$ cat src/rtl/max_search_block_16.sv
// max_search_block_16: buffers one FP16 vector, tracks its maximum, then replays the samples with the max alongside.
// Define MAX_NAN_CHECK_EN to add max_nan_o and keep NaN samples out of the maximum.
module max_search_block_16 #(
  parameter int DATA_SIZE      = 16,
  parameter int NUMBER_OF_DATA = 10
) (
  input  logic                 clock_i,
  input  logic                 reset_i,
  input  logic                 max_data_valid_i,
  input  logic [DATA_SIZE-1:0] max_data_i,
  output logic                 max_ready_o,
  output logic                 max_data_valid_o,
  output logic [DATA_SIZE-1:0] max_data_o,
  output logic [DATA_SIZE-1:0] max_value_o,
  output logic                 max_last_o
`ifdef MAX_NAN_CHECK_EN
  ,
  output logic                 max_nan_o
`endif
);
  localparam int CW = $clog2(NUMBER_OF_DATA);
  localparam logic [CW-1:0] LAST = CW'(NUMBER_OF_DATA - 1);
  typedef enum logic {COLLECT, REPLAY} state_t;
  state_t state, state_n;
  logic [CW-1:0] count, k;
  logic [DATA_SIZE-1:0] max_q, max_n;
  logic [DATA_SIZE-1:0] mem [NUMBER_OF_DATA];
  logic accept, greater;
`ifdef MAX_NAN_CHECK_EN
  localparam logic [DATA_SIZE-1:0] NEG_INF = DATA_SIZE'(16'hFC00);
  logic is_nan, nan_q;
`endif

  // Sign-magnitude strict greater-than; +0 and -0 are equal.
  function automatic logic fp_gt(input logic [DATA_SIZE-1:0] a, input logic [DATA_SIZE-1:0] b);
    logic [DATA_SIZE-2:0] ma, mb;
    ma = a[DATA_SIZE-2:0];
    mb = b[DATA_SIZE-2:0];
    return (a[DATA_SIZE-1] != b[DATA_SIZE-1]) ? (!a[DATA_SIZE-1] && ((ma | mb) != '0))
         : (a[DATA_SIZE-1] ? (ma < mb) : (ma > mb));
  endfunction

  // Next state, running-max candidate and registered-state-driven outputs.
  always_comb begin
    accept  = (state == COLLECT) && max_data_valid_i;
    greater = fp_gt(max_data_i, max_q);
`ifdef MAX_NAN_CHECK_EN
    is_nan  = (max_data_i[14:10] == 5'h1F) && (max_data_i[9:0] != '0);
    max_n   = (count == '0) ? (is_nan ? NEG_INF : max_data_i) : ((greater && !is_nan) ? max_data_i : max_q);
    max_nan_o = nan_q;
`else
    max_n   = ((count == '0) || greater) ? max_data_i : max_q;
`endif
    state_n = (state == COLLECT) ? ((accept && count == LAST) ? REPLAY : COLLECT)
                                 : ((k == LAST) ? COLLECT : REPLAY);
    max_ready_o      = state == COLLECT;
    max_data_valid_o = state == REPLAY;
    max_data_o       = (state == REPLAY) ? mem[k] : '0;
    max_value_o      = (state == REPLAY) ? max_q : '0;
    max_last_o       = (state == REPLAY) && (k == LAST);
  end

  // State register.
  always_ff @(posedge clock_i or posedge reset_i)
    if (reset_i) state <= COLLECT;
    else         state <= state_n;

  // Collect counter, replay index, running max and NaN flag.
  always_ff @(posedge clock_i or posedge reset_i)
    if (reset_i) begin
      count <= '0;
      k     <= '0;
      max_q <= '0;
`ifdef MAX_NAN_CHECK_EN
      nan_q <= 1'b0;
`endif
    end else begin
      if (accept) begin
        count <= (count == LAST) ? '0 : count + 1'b1;
        max_q <= max_n;
`ifdef MAX_NAN_CHECK_EN
        nan_q <= is_nan | (nan_q && (count != '0));
`endif
      end
      if (state == REPLAY) k <= (k == LAST) ? '0 : k + 1'b1;
    end

  // Sample buffer; contents need no reset.
  always_ff @(posedge clock_i)
    if (accept) mem[count] <= max_data_i;
endmodule

$ cat config.mk
export PLATFORM = sky130hd
export DESIGN_NAME = max_search_block_16
export DESIGN_NICKNAME = d
export VERILOG_FILES = /design/src/rtl/max_search_block_16.sv
export SDC_FILE = /design/constraint.sdc
export NUM_CORES = 1
export LEC_CHECK = 0
export CORE_ASPECT_RATIO = 0.75
export CORE_MARGIN = 1.5
export CORE_UTILIZATION = 60
export CTS_BUF_LIST = sky130_fd_sc_hd__clkbuf_2 sky130_fd_sc_hd__clkbuf_4 sky130_fd_sc_hd__clkbuf_8
export CTS_CLUSTER_SIZE = 24
export DETAILED_ROUTE_END_ITERATION = 12
export PLACE_DENSITY = 0.83
export SLEW_MARGIN = 20
export SYNTH_ARGS = -nofsm -noshare
export SYNTH_HDL_FRONTEND = slang
export SYNTH_SLANG_ARGS = --single-unit
$ cat constraint.sdc
create_clock -name clock_i -period 4 [get_ports clock_i]
set_clock_uncertainty 0.15 [all_clocks]
set_input_delay 0.4 -clock clock_i [delete_from_list [all_inputs] [get_ports clock_i]]
set_output_delay 0.4 -clock clock_i [all_outputs]
set_load 0.03 [all_outputs]
### After elaboration in Yosys (flattened, before gate mapping)

Memories as Yosys holds them, arrays and structs flattened.
Cells that the tools add are included.

| cells by class | value |
|---|---|
| $add $sub $neg | 2 |
| order comparisons | 2 |
| eq/ne operators | 3 |
| muxes and demuxes | 11 |
| bitwise logic cells | 2 |
| reductions and logical operators | 9 |

Operators with widths:

| cell | number |
|---|---|
| $mux W16 | 2 |
| $gt A15 B15 Y1 | 1 |
| $lt A15 B15 Y1 | 1 |
| $or A15 B15 Y15 | 1 |
| $reduce_bool A15 Y1 | 1 |
| $add A4 B1 Y4 const B | 2 |
| $eq A4 B4 Y1 const B | 2 |
| $mux W4 | 2 |
| $mux W1 | 7 |
| $logic_and A1 B1 Y1 | 4 |
| $logic_not A4 Y1 | 1 |
| $reduce_and A2 Y1 | 1 |
| $logic_not A1 Y1 | 1 |
| $logic_or A1 B1 Y1 | 1 |
| $ne A1 B1 Y1 | 1 |
| $not A1 Y1 | 1 |

| word-level totals | value |
|---|---|
| flip-flop bits (word level) | 25 |
| memory bits (writable) | 160 |
| input bits | 19 |
| output and inout bits | 35 |
| logic and storage cells | 34 |
| memories | 1 |

Memories:

| name | words | width | read ports | clocked after memory_dff | wr ports | RTL line | RTL |
|---|---|---|---|---|---|---|---|
| mem | 10 | 16 | 1 | 0 | 1 | 27 | `logic [DATA_SIZE-1:0] mem [NUMBER_OF_DATA];` |

### Longest topological paths before layout

Gate-level depths: netlist (run 1).

| depth | value |
|---|---|
| word-level depth | 6 |
| depth in mapped cells | 10 |
| mapped depth without buffers | 8 |

### Worst setup path before layout (run 1)

Ideal clock, no wire load.

| timing path | value |
|---|---|
| path kind | reg-to-reg |
| from | reg state, in the netlist max_data_valid_o |
| to | mem mem[2][0], enable pin |
| library setup time | 430 ps |
| arrival | 2566 ps |
| required time | 3420 ps |
| path slack | 853 ps |
| stages on the path, launching flop included | 4 |
| buffers on the path | 0 |
| period minus slack after synthesis | 3147 ps |
| cells stage by stage | dfrtp_1 -> nor2b_1 -> nand2_1 -> nor4_1 |

| between the ends | value |
|---|---|
| longest elaborated chain between the ends | 4 |

Ends and longest elaborated chain:

| element | RTL line | RTL |
|---|---|---|
| from (decl) | 24 | `state_t state, state_n;` |
| from (signal assigned) | 66 | `else state <= state_n;` |
| $not A1 Y1 | 45 | `accept = (state == COLLECT) && max_data_valid_i;` |
| $logic_and A1 B1 Y1 | 45 |  |
| $mux W1 | 90 | `if (accept) mem[count] <= max_data_i;` |
| $mux W1 (not written as such) | 90 |  |
| to (decl) | 27 |  |

Every way passes these cells.

### Final worst setup path (run 1)

| timing path | value |
|---|---|
| from | reg k[0] |
| to | out max_data_o[14] |

| between the ends | value |
|---|---|
| longest elaborated chain between the ends | 2 |

Ends and longest elaborated chain:

| element | RTL line | RTL |
|---|---|---|
| from (decl) | 25 | `logic [CW-1:0] count, k;` |
| from (signal assigned) | 85 | `if (state == REPLAY) k <= (k == LAST) ? '0 : k + 1'b1;` |
| $mem_v2 Z10 W16 | - |  |
| $mux W16 | 58 | `max_data_o = (state == REPLAY) ? mem[k] : '0;` |
| to (decl) | 13 | `output logic [DATA_SIZE-1:0] max_data_o,` |

Every way passes these cells.

==> results by group, run 1 <==
Status
  – Status: finished, final reports clean

Worst setup path
  – Critical path's most frequent cell: a211oi_1
  – Reg2Reg Depth: 9
  – Launching point of the worst reg2reg path: max_q[12]
  – Startpoint types: flip-flop
  – Worst Path Required: 3.45 ns
  – Critical path capture point type: output port
  – Crit path cell chain: buf_4, mux4_2, nor2b_1, a211oi_1, a211oi_1, clkdlybuf4s50_1
  – R2R Path End: max_q[7]
  – Minimum setup slack among reg-to-reg paths: 0.95 ns
  – CP Max Fanout: 17
  – Slowest cell on the critical path: clkdlybuf4s50_1
  – Worst path max stage delay: 0.64 ns
  – Critical path type: reg -> out
  – CP arrival: 3.03 ns

Layout
  – Nets: between 600 and 700
  – Final Instance Area: 9314 um^2
  – Area grow syn2layout: 16.51%
  – Post-Layout Cell Count: 750
  – Fill cells: 818
  – Share of cells above drive strength 1: 18.65%
  – Antenna cells: 0

Global routing
  – Global-route wire length before repair: 26.54 mm
  – Total track usage: 26.89%
  – Vias in the first global route: about 4700
  – Largest net degree at the start of global routing: 40
  – Initial antenna violation count: 0
  – GRT Residual Overflow: 0

Power and ir drop
  – P_leak: 0.003426 uW
  – VDD IR max: 0.0005375 V
  – Switching share of total power: 35.97%
  – Sequential share of power: 39.5%
  – Clk pwr share: 19.8%
  – Total chip power: 6448 uW
  – Pwr/cell area: 692.3 nW/um^2
  – P_int: ~4100 uW
  – P_sw: 2319 uW
  – Combinational power share: 40.7%

Detailed routing
  – Starting DRT DRC Count: 455
  – # DRC: 0
  – Final wirelength: approximately 17 mm
  – Routed len/inst: 23.01 um
  – DR vias: 4594
  – Final ANT Viol Nets: 0
  – DR vias/cell: 6.125
  – DR pass1 iterations: 5

Die
  – Die Footprint: 14030 um^2
  – Initial Util: about 61%
  – Die Wd: 136.3 um
  – # rows: 36
  – Ports: 54
  – Chip height: slightly above 100 um
  – Core Box Area: about 13000 um^2

Clocking
  – Cells resized by post-CTS repair: 0
  – CTS Hold Bufs: 0
  – Max Root-Sink Buffers: 2
  – CTS tree: done
  – # H-tree levels: 4
  – Setup Fix Bufs, Post-CTS: 0
  – TritonCTS buffer count: 17
  – CTS clk-pin slew, worst paths: ~0.10 ns
  – Root Driver: clkbuf_8
  – Clock tree sinks: 185
  – Clk Latency, worst-skew pair: roughly 0.46 ns

STA
  – Final worst-path cycle share: 89.56%
  – Fmax: approximately 0.28 GHz
  – Final hold vios: 0
  – Slew HR: 38.58%
  – Setup violators final: 0
  – Max Slew Vio Count: 0
  – Worst-Margin Slew: 0.9213 ns
  – Unrepaired setup endpoints after global routing: no
  – Post-route minimum period: 3.582 ns
  – Worst Slack Setup Final: 0.4177 ns
  – Setup tns final: 0 ns

Placement
  – Place WS: 0.3069 ns
  – PortBufs: 53
  – GPL Wtd Cong: between 0.8 and 0.9
  – Area of placed instances: 8909 um^2
  – Placed cell count: 718
  – Dpl hpwl: ~11 mm

Synthesis
  – Seq/Total Area, Yosys: between 60% and 70%
  – Ys Warns: 0
  – Avg Inst Size Synth: 16.45 um^2
  – Synth top area share: 60.10%
  – Number of enable flip-flop cells after synthesis: 160
  – Ranking of synthesized cells by area: edfxtp_1 (60%), mux4_2 (9.0%), dfrtp_1 (7.8%)
  – Post-synth top area cell: edfxtp_1
  – FFs w/ async S/R, synth: 13.51%
  – Flops & latches, synth: between 150 and 200
  – Synth Flop Type: edfxtp_1
  – Syn Std Cell Area: 7994 um^2
  – Synthesized Nets: around 540
  – Netlist cell types: 41
  – Cell with the most instances after synthesis: edfxtp_1
  – Post-Syn Instances: ~490
  – Synth cell count leaders: edfxtp_1 (160), inv_1 (37), a211oi_1 (33)

Min path
  – Worst hold path type: in -> async

Job
  – Max-cap violations: 0
## power groups by stage
stage	registers, uW	logic, uW	clock network (uW)
after floorplan	2480	1850	0
after global placement	2570	2560	0
after detailed placement	2590	2620	0
after CTS	2550	2640	1290
after global routing	2580	2830	1360
final	2550	2620	1270
## sequential cells by signal (all words and copies together) (netlist names)
register / count
mem: 160
max_q: 16
count: 4
k: 4
max_data_valid_o: 1
## final cells by class
cell class                 count  area [um^2]  share of cell area [%]
clock buffer                  20        256.5                   2.754
clock inverter                12        148.9                   1.599
inverter                      37        138.9                   1.491
multi-input combinational    238         2326                   24.97
sequential                   185         5431                   58.32
tap                          171        214.0                   2.297
timing repair buffer          87        798.3                   8.571
## worst max path at each step
| stage | from | to | slack [ns] |
|---|---|---|---|
| 2_1_floorplan | max_data_valid_o | mem[2][0] | 0.85 |
| 3_3_place_gp | max_data_i[0] | max_q[5] | 0.48 |
| 3_5_place_dp | max_data_i[0] | max_q[7] | 0.31 |
| 4_1_cts | k[0] | max_data_o[14] | 0.35 |
| 5_1_grt | k[0] | max_data_o[14] | 0.23 |
| 6_report | k[0] | max_data_o[14] | 0.42 |
## cell families (layout without fill, tap and decap cells)
kind of cell | after synthesis | in the layout | synth area share [%]
compound gates | 53 | 53 | 4.946
xor+xnor | 4 | 4 | 0.4383
fa+ha+maj | 30 | 30 | 4.696
buf+inv | 63 | 156 | 3.318
flops | 185 | 185 | 67.93
mux | 63 | 63 | 12.90
simple gates | 88 | 88 | 5.776
## routing by layer
metal	GRT usage, %	part of all wire [%]
met5	0	0
met4	9.083	1.7
met3	5.851	7.0
met2	41.49	47
met1	38.76	45
## stage by stage
step           hold slack, ns  utilization [%]
2_1_floorplan          0.2773                -
3_3_place_gp           0.3931            68.44
3_5_place_dp           0.4064            68.44
4_1_cts                0.3649            71.55
5_1_grt                0.1891            71.55
6_report               0.1702            71.55
## cells in the final DEF, fill, tap and decap left out, drive strengths merged, types with 2 or more instances in the layout
cell type      count
nand2b             2
nor2b             23
bufinv             3
nand3              3
nand4              3
a21o               3
nor3              11
ha                30
xor2               2
clkinv             4
clkinvlp           3
dfrtp             25
xnor2              2
o21ai              6
a311o              2
o31a               2
mux2i             31
or4                2
nor3b              2
and3               2
nor2              23
nor4               3
clkbuf            20
clkdlybuf4s50     53
a221oi             2
inv               39
edfxtp           160
a211oi            33
mux4              32
buf               34
nand2             10
## worst max-delay path, delay by kind of cell, from the launching register on
family	cells	cell delay, ns
buf+inv	2	1.01
simple gates	1	0.14
compound gates	2	0.33
flops	1	0.54
mux	1	0.54
Note: power is estimated with default switching activity, not from simulation.
==> run 2: changes to the inputs <==
--- a/config.mk
+++ b/config.mk
@@ -5,7 +5,6 @@
 export SDC_FILE = /design/constraint.sdc
 export NUM_CORES = 1
 export LEC_CHECK = 0
-export CORE_ASPECT_RATIO = 0.75
 export CORE_MARGIN = 1.5
 export CORE_UTILIZATION = 60
 export CTS_BUF_LIST = sky130_fd_sc_hd__clkbuf_2 sky130_fd_sc_hd__clkbuf_4 sky130_fd_sc_hd__clkbuf_8
==> constraint.sdc (replaced) <==
create_clock -name clock_i -period 4.4 [get_ports clock_i]
set_clock_uncertainty 0.15 [all_clocks]
set_input_delay 0.44 -clock clock_i [delete_from_list [all_inputs] [get_ports clock_i]]
set_output_delay 0.44 -clock clock_i [all_outputs]
set_load 0.03 [all_outputs]
==> run 2 against run 1 <==
Clock power is 19% lower. Highest routed layer unchanged. Largest power group is now registers. Sequential power is 7% lower. Sequential share of layout area increased by 0.84 points. Critical path depth unchanged. Via count is 1.9% lower. Non-clock buffer count decreased by 12. Count of clock-buffer cells in the layout is the same.
==> results by group, run 2 (synthesized netlist as in run 1, its figures left out) <==
Status
  – Status: finished, final reports clean

Global routing
  – Global-route wire length before repair: 25.30 mm (-4.7%)
  – Initial antenna violation count: 0 (unchanged)
  – Total track usage: 24.31% (-2.6 points)
  – Largest net degree at the start of global routing: 28 (-30%)
  – GRT Residual Overflow: 0 (unchanged)
  – Vias in the first global route: 4690 (-1.0%)

Detailed routing
  – Starting DRT DRC Count: 293 (-36%)
  – Final wirelength: 15.98 mm (-7.4%)
  – DR vias/cell: 6.100 (-0.41%)
  – # DRC: 0 (unchanged)
  – Final ANT Viol Nets: 0 (unchanged)
  – DR vias: 4508 (-1.9%)
  – DR pass1 iterations: 5 (unchanged)
  – Routed len/inst: 21.63 um (-6.0%)

Die
  – Ports: 54 (unchanged)
  – Initial Util: 62.33% (+0.92 points)
  – # rows: 41 (+14%)
  – Die Wd: 118.4 um (-13%)
  – Chip height: 118.4 um (+15%)
  – Core Box Area: 12820 um^2 (-1.5%)
  – Die Footprint: 14020 um^2 (about the same)

Min path
  – Worst hold path type: in -> async

Layout
  – Final Instance Area: 9181 um^2 (-1.4%)
  – Antenna cells: 0 (unchanged)
  – Most common cell after layout, fill and taps aside: edfxtp_1
  – Most frequent cells in the layout: edfxtp_1 (160), clkdlybuf4s50_1 (53), inv_1 (36)
  – Reg with most FFs: mem
  – Largest regs: mem x160, max_q x16
  – Multi-input gate area: 2326 um^2 (unchanged)
  – Nets: 603 (-2.0%)
  – Area grow syn2layout: 14.85%
  – Number of flip-flops under the largest register name: 160 (unchanged)
  – Share of cells above drive strength 1: 16.75% (-1.9 points)
  – Fill cells: 803 (-1.8%)
  – Total area of sequential cells: 5431 um^2 (unchanged)

STA
  – Worst-Margin Slew: 1.112 ns (+0.1906 ns)
  – Final hold vios: 0 (unchanged)
  – Unrepaired setup endpoints after global routing: no
  – Slew HR: 25.87% (-13 points)
  – Setup tns final: 0 ns (unchanged)
  – Final worst-path cycle share: just under 90%
  – Post-route minimum period: 3.855 ns
  – Setup violators final: 0 (unchanged)
  – Worst Slack Setup Final: 0.5450 ns (+0.1273 ns)
  – Max Slew Vio Count: 0 (unchanged)
  – Fmax: 0.2594 GHz

Placement
  – PortBufs: 53 (unchanged)
  – Dpl hpwl: 10.47 mm (-4.0%)
  – GPL Wtd Cong: 0.9013 (+7.0%)
  – Place WS: 0.7899 ns (+0.4831 ns)
  – Area of placed instances: 8820 um^2 (-1.0%)

Clocking
  – CTS clk-pin slew, worst paths: 0.09 ns (about the same)
  – Cells resized by post-CTS repair: 0 (unchanged)
  – Clock tree sinks: 185 (unchanged)
  – TritonCTS buffer count: 17 (unchanged)
  – Clk Latency, worst-skew pair: 0.45 ns (about the same)
  – # H-tree levels: 4 (unchanged)
  – CTS tree: done
  – Max Root-Sink Buffers: 2 (unchanged)
  – CTS Hold Bufs: 0 (unchanged)
  – Setup Fix Bufs, Post-CTS: 0 (unchanged)
  – Root Driver: clkbuf_8

Job
  – Max-cap violations: 0 (unchanged)

Worst setup path
  – Critical path capture point type: output port
  – Startpoint types: flip-flop
  – CP Max Fanout: 22 (+5)
  – CP arrival: 3.26 ns (+0.23 ns)
  – Critical path type: reg -> out
  – Worst Path Required: 3.81 ns (+0.36 ns)

Power and ir drop
  – VDD IR max: 0.0003552 V (-34%)
  – P_leak: 0.003342 uW (-2.4%)
  – Pwr/cell area: 619.6 nW/um^2 (-10%)
-- run 2: layout make-up --
cell class                 instances  share of cell area [%]
clock buffer                      20                   2.930
clock inverter                    12                   1.008
inverter                          37                   1.513
multi-input combinational        238                   25.33
sequential                       185                   59.16
tap                              172                   2.344
timing repair buffer              75                   7.713
-- run 2: where the power goes --
group / leakage [uW] / switching (uW) / internal (uW) / total [uW]
combinational: 0.00143 / 1270 / 1020 / 2290
sequential: 0.00174 / 222 / 2150 / 2370
clock: 0.000178 / 594 / 434 / 1030
-- run 2: worst paths after layout --
kind | startpoint | to | slack [ns] | cells after the start
setup reg to reg | max_data_valid_o | mem[9][15] | 1.37 | 4
hold reg to reg | max_q[7] | max_q[7] | 0.42 | 2
min in group clock_i | max_q[7] | max_q[7] | 0.42 | 2
max in group asynchronous | reset_i | k[0] | 3.39 | 2
hold / removal | reset_i | max_q[5] | 0.23 | 2
setup / recovery | k[2] | max_data_o[0] | 0.55 | 6
-- run 2: through the flow --
| stage | total power, uW | hold slack (ns) | instances | util, % |
|---|---|---|---|---|
| floorplan | 3938 | 0.3173 | 486 | - |
| global placement | 4628 | 0.3855 | 707 | 68.77 |
| detailed placement | 4701 | 0.4010 | 707 | 68.77 |
| CTS | 5715 | 0.3783 | 739 | 71.59 |
| global route | 5980 | 0.2779 | 739 | 71.59 |
| finish | 5689 | 0.2305 | 739 | 71.59 |
-- run 2: worst max-delay path, cell delays in order, from the launching register on --
cell and delay, ns:
dfrtp_1 0.99, buf_4 0.34, mux4_2 0.21, nor2b_1 0.13, a211oi_1 0.06, a211oi_1 0.32
clkdlybuf4s50_1 0.76
-- run 2: layer usage --
metal	vias to the layer above	track usage (%)	routed length, um
met4	0	10.39	389
met3	27	5.405	1201
li1	2000	-	-
met1	2283	32.26	6488
met2	198	39.24	7903
met5	-	0	0
==> run 3: changes to the inputs <==
--- a/config.mk
+++ b/config.mk
@@ -5,6 +5,7 @@
 export SDC_FILE = /design/constraint.sdc
 export NUM_CORES = 1
 export LEC_CHECK = 0
+export CAP_MARGIN = 20
 export CORE_MARGIN = 1.5
 export CORE_UTILIZATION = 60
 export CTS_BUF_LIST = sky130_fd_sc_hd__clkbuf_2 sky130_fd_sc_hd__clkbuf_4 sky130_fd_sc_hd__clkbuf_8
==> results of run 3 <==
The final DEF is identical to that of run 2; final timing and power are the same.
==> edit 1, RTL diff (flow settings as in run 2) <==
The parameter `NUMBER_OF_DATA` goes from 10 to 5.
--- a/src/rtl/max_search_block_16.sv
+++ b/src/rtl/max_search_block_16.sv
@@ -3,5 +3,5 @@
 module max_search_block_16 #(
   parameter int DATA_SIZE      = 16,
-  parameter int NUMBER_OF_DATA = 10
+  parameter int NUMBER_OF_DATA = 5
 ) (
   input  logic                 clock_i,
Function: changed (Yosys sat finds a counterexample within 10 cycles, from zero or initial values and one cycle with reset_i high).
==> edit 1 against run 2 <==
Power decreased by 37%. Routed wire length shrank 43%. Die area decreased by 39%. Cell area fell by 39%. Area after synthesis down 40%. Register-to-register slack worse by 160 ps. Critical path depth increased by 3. Non-clock buffer count down 17. Setup slack better by 360 ps. Sequential cell count decreased by 82. Synthesized cell count is 32% lower. Critical path type is now input port to flip-flop. Critical endpoint is now max_q[8].
==> edit 1: results (changes against run 2) <==
| Metric | Value |
|---|---|
| Leakage | `2.23 nW (-33%)` |
| Arr. time, crit path | `3630 ps (+370 ps)` |
| Clock Latency Late Sink | `370 ps (-80 ps)` |
| Mapped Nets | `383 (-28%)` |
| Global placement routability congestion | `0.770 (-15%)` |
| Commonest cells in the synthesized netlist | `80 x edfxtp_1, 41 x inv_1, 36 x nor2_1` |
| Placed insts | `478 (-32%)` |
| VDD IR max | `367 uV (+3.2%)` |
| Number of global-route vias before repair | `2801 (-40%)` |
| Worst Tran Pin Value | `1050 ps (-63.3 ps)` |
| Wire per inst | `18.5 microns (-14%)` |
| Post-synth EDFFs | `80 (-50%)` |
| Synth area leaders | `edfxtp_1 50%, dfrtp_1 12%, ha_1 8.9%` |
| Number of nets in the layout | `440 (-27%)` |
| Max Clock Freq | `286 MHz (+10%)` |
| Fraction of registers with async set/reset | `22.3% (+8.8 points)` |
| Post-Route WL | `9.15 mm (-43%)` |
| HPWL after DPL | `6.32 mm (-40%)` |
| Detailed-router iteration count before antenna repair | `4 (-1)` |
| Share of post-route cells with drive strength above 1 | `11.0% (-5.8 points)` |
| First-pass GRT wire length | `14.6 mm (-42%)` |
| FILL cells | `501 (-38%)` |
| 1st-iter DRT viols | `167 (-43%)` |
| Largest register FFs | `80 (-50%)` |
| Register area share after synthesis | `62.4% (-5.5 points)` |
| Mapped Cells | `330 (-32%)` |
| Synth unique cells | `33 (-20%)` |
| Max FO, Critical Path | `15 (-32%)` |
| Via density | `5.65 (-7.4%)` |
| Status | `complete, no violations` |
## edit 1: cell type report
type,instances,area [sq um],area share (%)
tap,102,128,2.27
multi-input combinational,173,1590,28.3
clock buffer,9,124,2.21
clock inverter,7,67.6,1.20
timing repair buffer,58,568,10.1
inverter,42,158,2.81
sequential,103,2980,53.1
## edit 1: worst max-delay path, stage by stage
cell,delay (ps)
clkdlybuf4s50_1,610
inv_1,100
ha_1,310
or3_2,490
nor3_1,240
o31a_1,200
o311a_1,170
a311o_1,780
mux2i_1,280
## edit 1: path summary, 6_finish.rpt
kind                            slack (ps)  cells past startpoint         to            from
worst max-delay path                   900                      9   max_q[8]  max_data_i[14]
worst min-delay path                   410                      2   max_q[1]         reset_i
worst max register to register        1210                      8   max_q[8]       max_q[10]
worst min register to register         420                      2   max_q[1]        max_q[1]
max in group asynchronous             3110                      2  max_q[11]         reset_i
min in group clock_i                   420                      2   max_q[1]        max_q[1]
## edit 1: cells by family (layout without fill, tap and decap cells)
| family | count (synthesis) | after routing | share of synthesized area, % |
|---|---|---|---|
| adders and majority gates | 34 | 34 | 8.91 |
| DFF | 103 | 103 | 62.4 |
| buffers and inverters | 54 | 116 | 4.77 |
| muxes | 48 | 48 | 14.3 |
| AOI/OAI and AO/OA | 22 | 22 | 3.17 |
| and+or+nand+nor | 69 | 69 | 6.48 |
## edit 1: routing by layer
layer	vias up	routed length [microns]	track usage (%)	part of all wire (%)
met3	19	669	4.81	7.3
met5	-	0	0	0
met4	0	218	9.74	2.4
met2	100	4630	39.0	51
met1	1369	3630	31.1	40
li1	1301	-	-	-
## edit 1: stage by stage
step / hold slack [ps] / util [%] / setup WS, ps / total power, W / instance area [sq um]
2_1_floorplan: 292 / - / 1300 / 0.00250 / 4770
3_3_place_gp: 385 / 70.2 / 530 / 0.00298 / 5420
3_5_place_dp: 402 / 70.2 / 489 / 0.00304 / 5420
4_1_cts: 424 / 72.6 / 868 / 0.00360 / 5610
5_1_grt: 436 / 72.6 / 641 / 0.00378 / 5610
6_report: 414 / 72.6 / 903 / 0.00356 / 5610
## edit 1: report_power, final
group / switching [W] / internal (W) / leakage, nW
combinational: 0.000903 / 0.000683 / 1.13
sequential: 0.000147 / 0.00127 / 0.999
clock: 0.000345 / 0.000218 / 0.0984
==> edit 2, RTL diff (config.mk and constraints of run 2) <==
Without the edit above. Compare `count` against `LAST` with >= in place of ==.
--- a/src/rtl/max_search_block_16.sv
+++ b/src/rtl/max_search_block_16.sv
@@ -52,5 +52,5 @@
     max_n   = ((count == '0) || greater) ? max_data_i : max_q;
 `endif
-    state_n = (state == COLLECT) ? ((accept && count == LAST) ? REPLAY : COLLECT)
+    state_n = (state == COLLECT) ? ((accept && count >= LAST) ? REPLAY : COLLECT)
                                  : ((k == LAST) ? COLLECT : REPLAY);
     max_ready_o      = state == COLLECT;
Check against the original RTL: same outputs for any inputs over 10 cycles, from zero or initial values and one cycle with reset_i high; that may be too few to reach the edited logic, so the function may still have changed.
==> edit 2 against run 2 <==
Cell area grew 0.64%. Combinational power increased by 18%. Sequential cell count is the same. Power up 7.5%. Fmax rose by 1.2%. Die area decreased by 0.12%. Synthesized cell count down 0.82%. Worst hold slack lost 15 ps. Routed wire length up 4.8%. Largest power group is now combinational cells. Via count down 1.6%. Setup slack improved by 44 ps. Area after synthesis shrank 0.13%. Non-clock buffer count grew 1.
==> edit 2: results (changes against run 2) <==
| Metric | Value |
|---|---|
| Status | `complete, no violations` |
| 1st-iter DRT viols | `460 (+57%)` |
| First-pass GRT wire length | `25.7 mm (+1.6%)` |
| NonClk Buf Share | `7.75% (+0.032 points)` |
| Register area share after synthesis | `68.0% (+0.085 points)` |
| Synth Area in Compound Gates | `4.78% (-0.17 points)` |
| Mux cell area share after synthesis | `13.1% (+0.16 points)` |
| VDD IR max | `442 uV (+24%)` |
| Mapped Nets | `531 (-0.75%)` |
| H-tree levels | `4 (unchanged)` |
| Arr. time, crit path | `3220 ps (-40 ps)` |
| Global placement routability congestion | `0.809 (-10%)` |
| Total GRT Usage | `25.4% (+1.1 points)` |
| XOR/XNOR share of the synthesized area | `0.439% (+0.00055 points)` |
| Avg Cell Area, Syn | `16.6 sq um (+0.70%)` |
| Top flop regs | `mem x160, max_q x16` |
| Max FO, Critical Path | `15 (-32%)` |
| Placed Area | `8810 sq um (about the same)` |
| # diodes | `0 (unchanged)` |
| Synth Area in Adders | `4.70% (+0.0059 points)` |
| Multi-input logic area | `2310 sq um (-0.70%)` |
| Post-Route WL | `16.7 mm (+4.8%)` |
| FILL cells | `795 (-1.0%)` |
| Clk cell area share | `4.64% (+0.71 points)` |
| TritonCTS Buffers | `17 (unchanged)` |
| Maximum number of pins on one net before global-route repair | `37 (+32%)` |
| Fin Hold WS | `216 ps (-14.8 ps)` |
| Number of nets in the layout | `601 (-0.33%)` |
| Inverters, non-clock | `37 (unchanged)` |
| HPWL after DPL | `10.6 mm (+1.1%)` |
| Plain + repair buffers | `76 (+1.3%)` |
| Via density | `6.02 (-1.3%)` |
| Synth area leaders | `edfxtp_1 60%, mux4_2 9.0%, dfrtp_1 7.8%` |
| Commonest cells in the synthesized netlist | `160 x edfxtp_1, 36 x inv_1, 33 x a211oi_1` |
| Layout clock buffer count | `19 (-5.0%)` |
| Synth unique cells | `40 (-2.4%)` |
| Worst R2R Start | `max_q[5]` |
| Worst Tran Pin Value | `737 ps (-375 ps)` |
| Fraction of area in multi-input gates | `25.0% (-0.34 points)` |
| CTS root buffer | `clkbuf_8` |
| Placed insts | `705 (-0.28%)` |
| Leakage | `3.38 nW (+1.0%)` |
| Worst Setup EP | `max_data_o[4]` |
| Worst R2R Path Depth | `9 (+5)` |
| Vias | `4436 (-1.6%)` |
| Count of multi-input gates | `235 (-1.3%)` |
| Number of global-route vias before repair | `4591 (-2.1%)` |
| Die W | `118 microns (about the same)` |
| DP Worst Slack | `539 ps (-251 ps)` |
| PostCTS Resize Cnt | `0 (unchanged)` |
| PnR worst setup slack | `589 ps (+43.9 ps)` |
| Share of post-route cells with drive strength above 1 | `17.9% (+1.1 points)` |
| RR Endpoint | `max_q[1]` |
[edit 2: cell count changes after synthesis, sizes merged, moves of 2 or more]
cell    before  now
nor3        11    9
and3         2    0
nor2        23   27
nand2       10    7
or3          1    3
buf          8   11
clkbuf      18   14
[edit 2: metal layers]
layer | part of all wire (%) | vias to the layer above | global-route usage, %
met2 | 50 | 201 | 40.5
li1 | - | 1986 | -
met4 | 1.6 | 0 | 10.1
met1 | 42 | 2228 | 34.5
met3 | 7.1 | 21 | 5.55
met5 | 0 | - | 0
[edit 2: report_power, final]
| part | internal (W) | total, W | switching (W) |
|---|---|---|---|
| registers | 0.00204 | 0.00221 | 0.000172 |
| clock network | 0.000597 | 0.00120 | 0.000599 |
| logic | 0.00118 | 0.00271 | 0.00152 |
[edit 2: critical path: stages, from the launching register on]
cell	delay [ps]
dfrtp_1	660
buf_4	350
buf_4	230
mux4_2	310
nor2b_1	150
a211oi_1	290
a211oi_1	120
clkdlybuf4s50_1	640
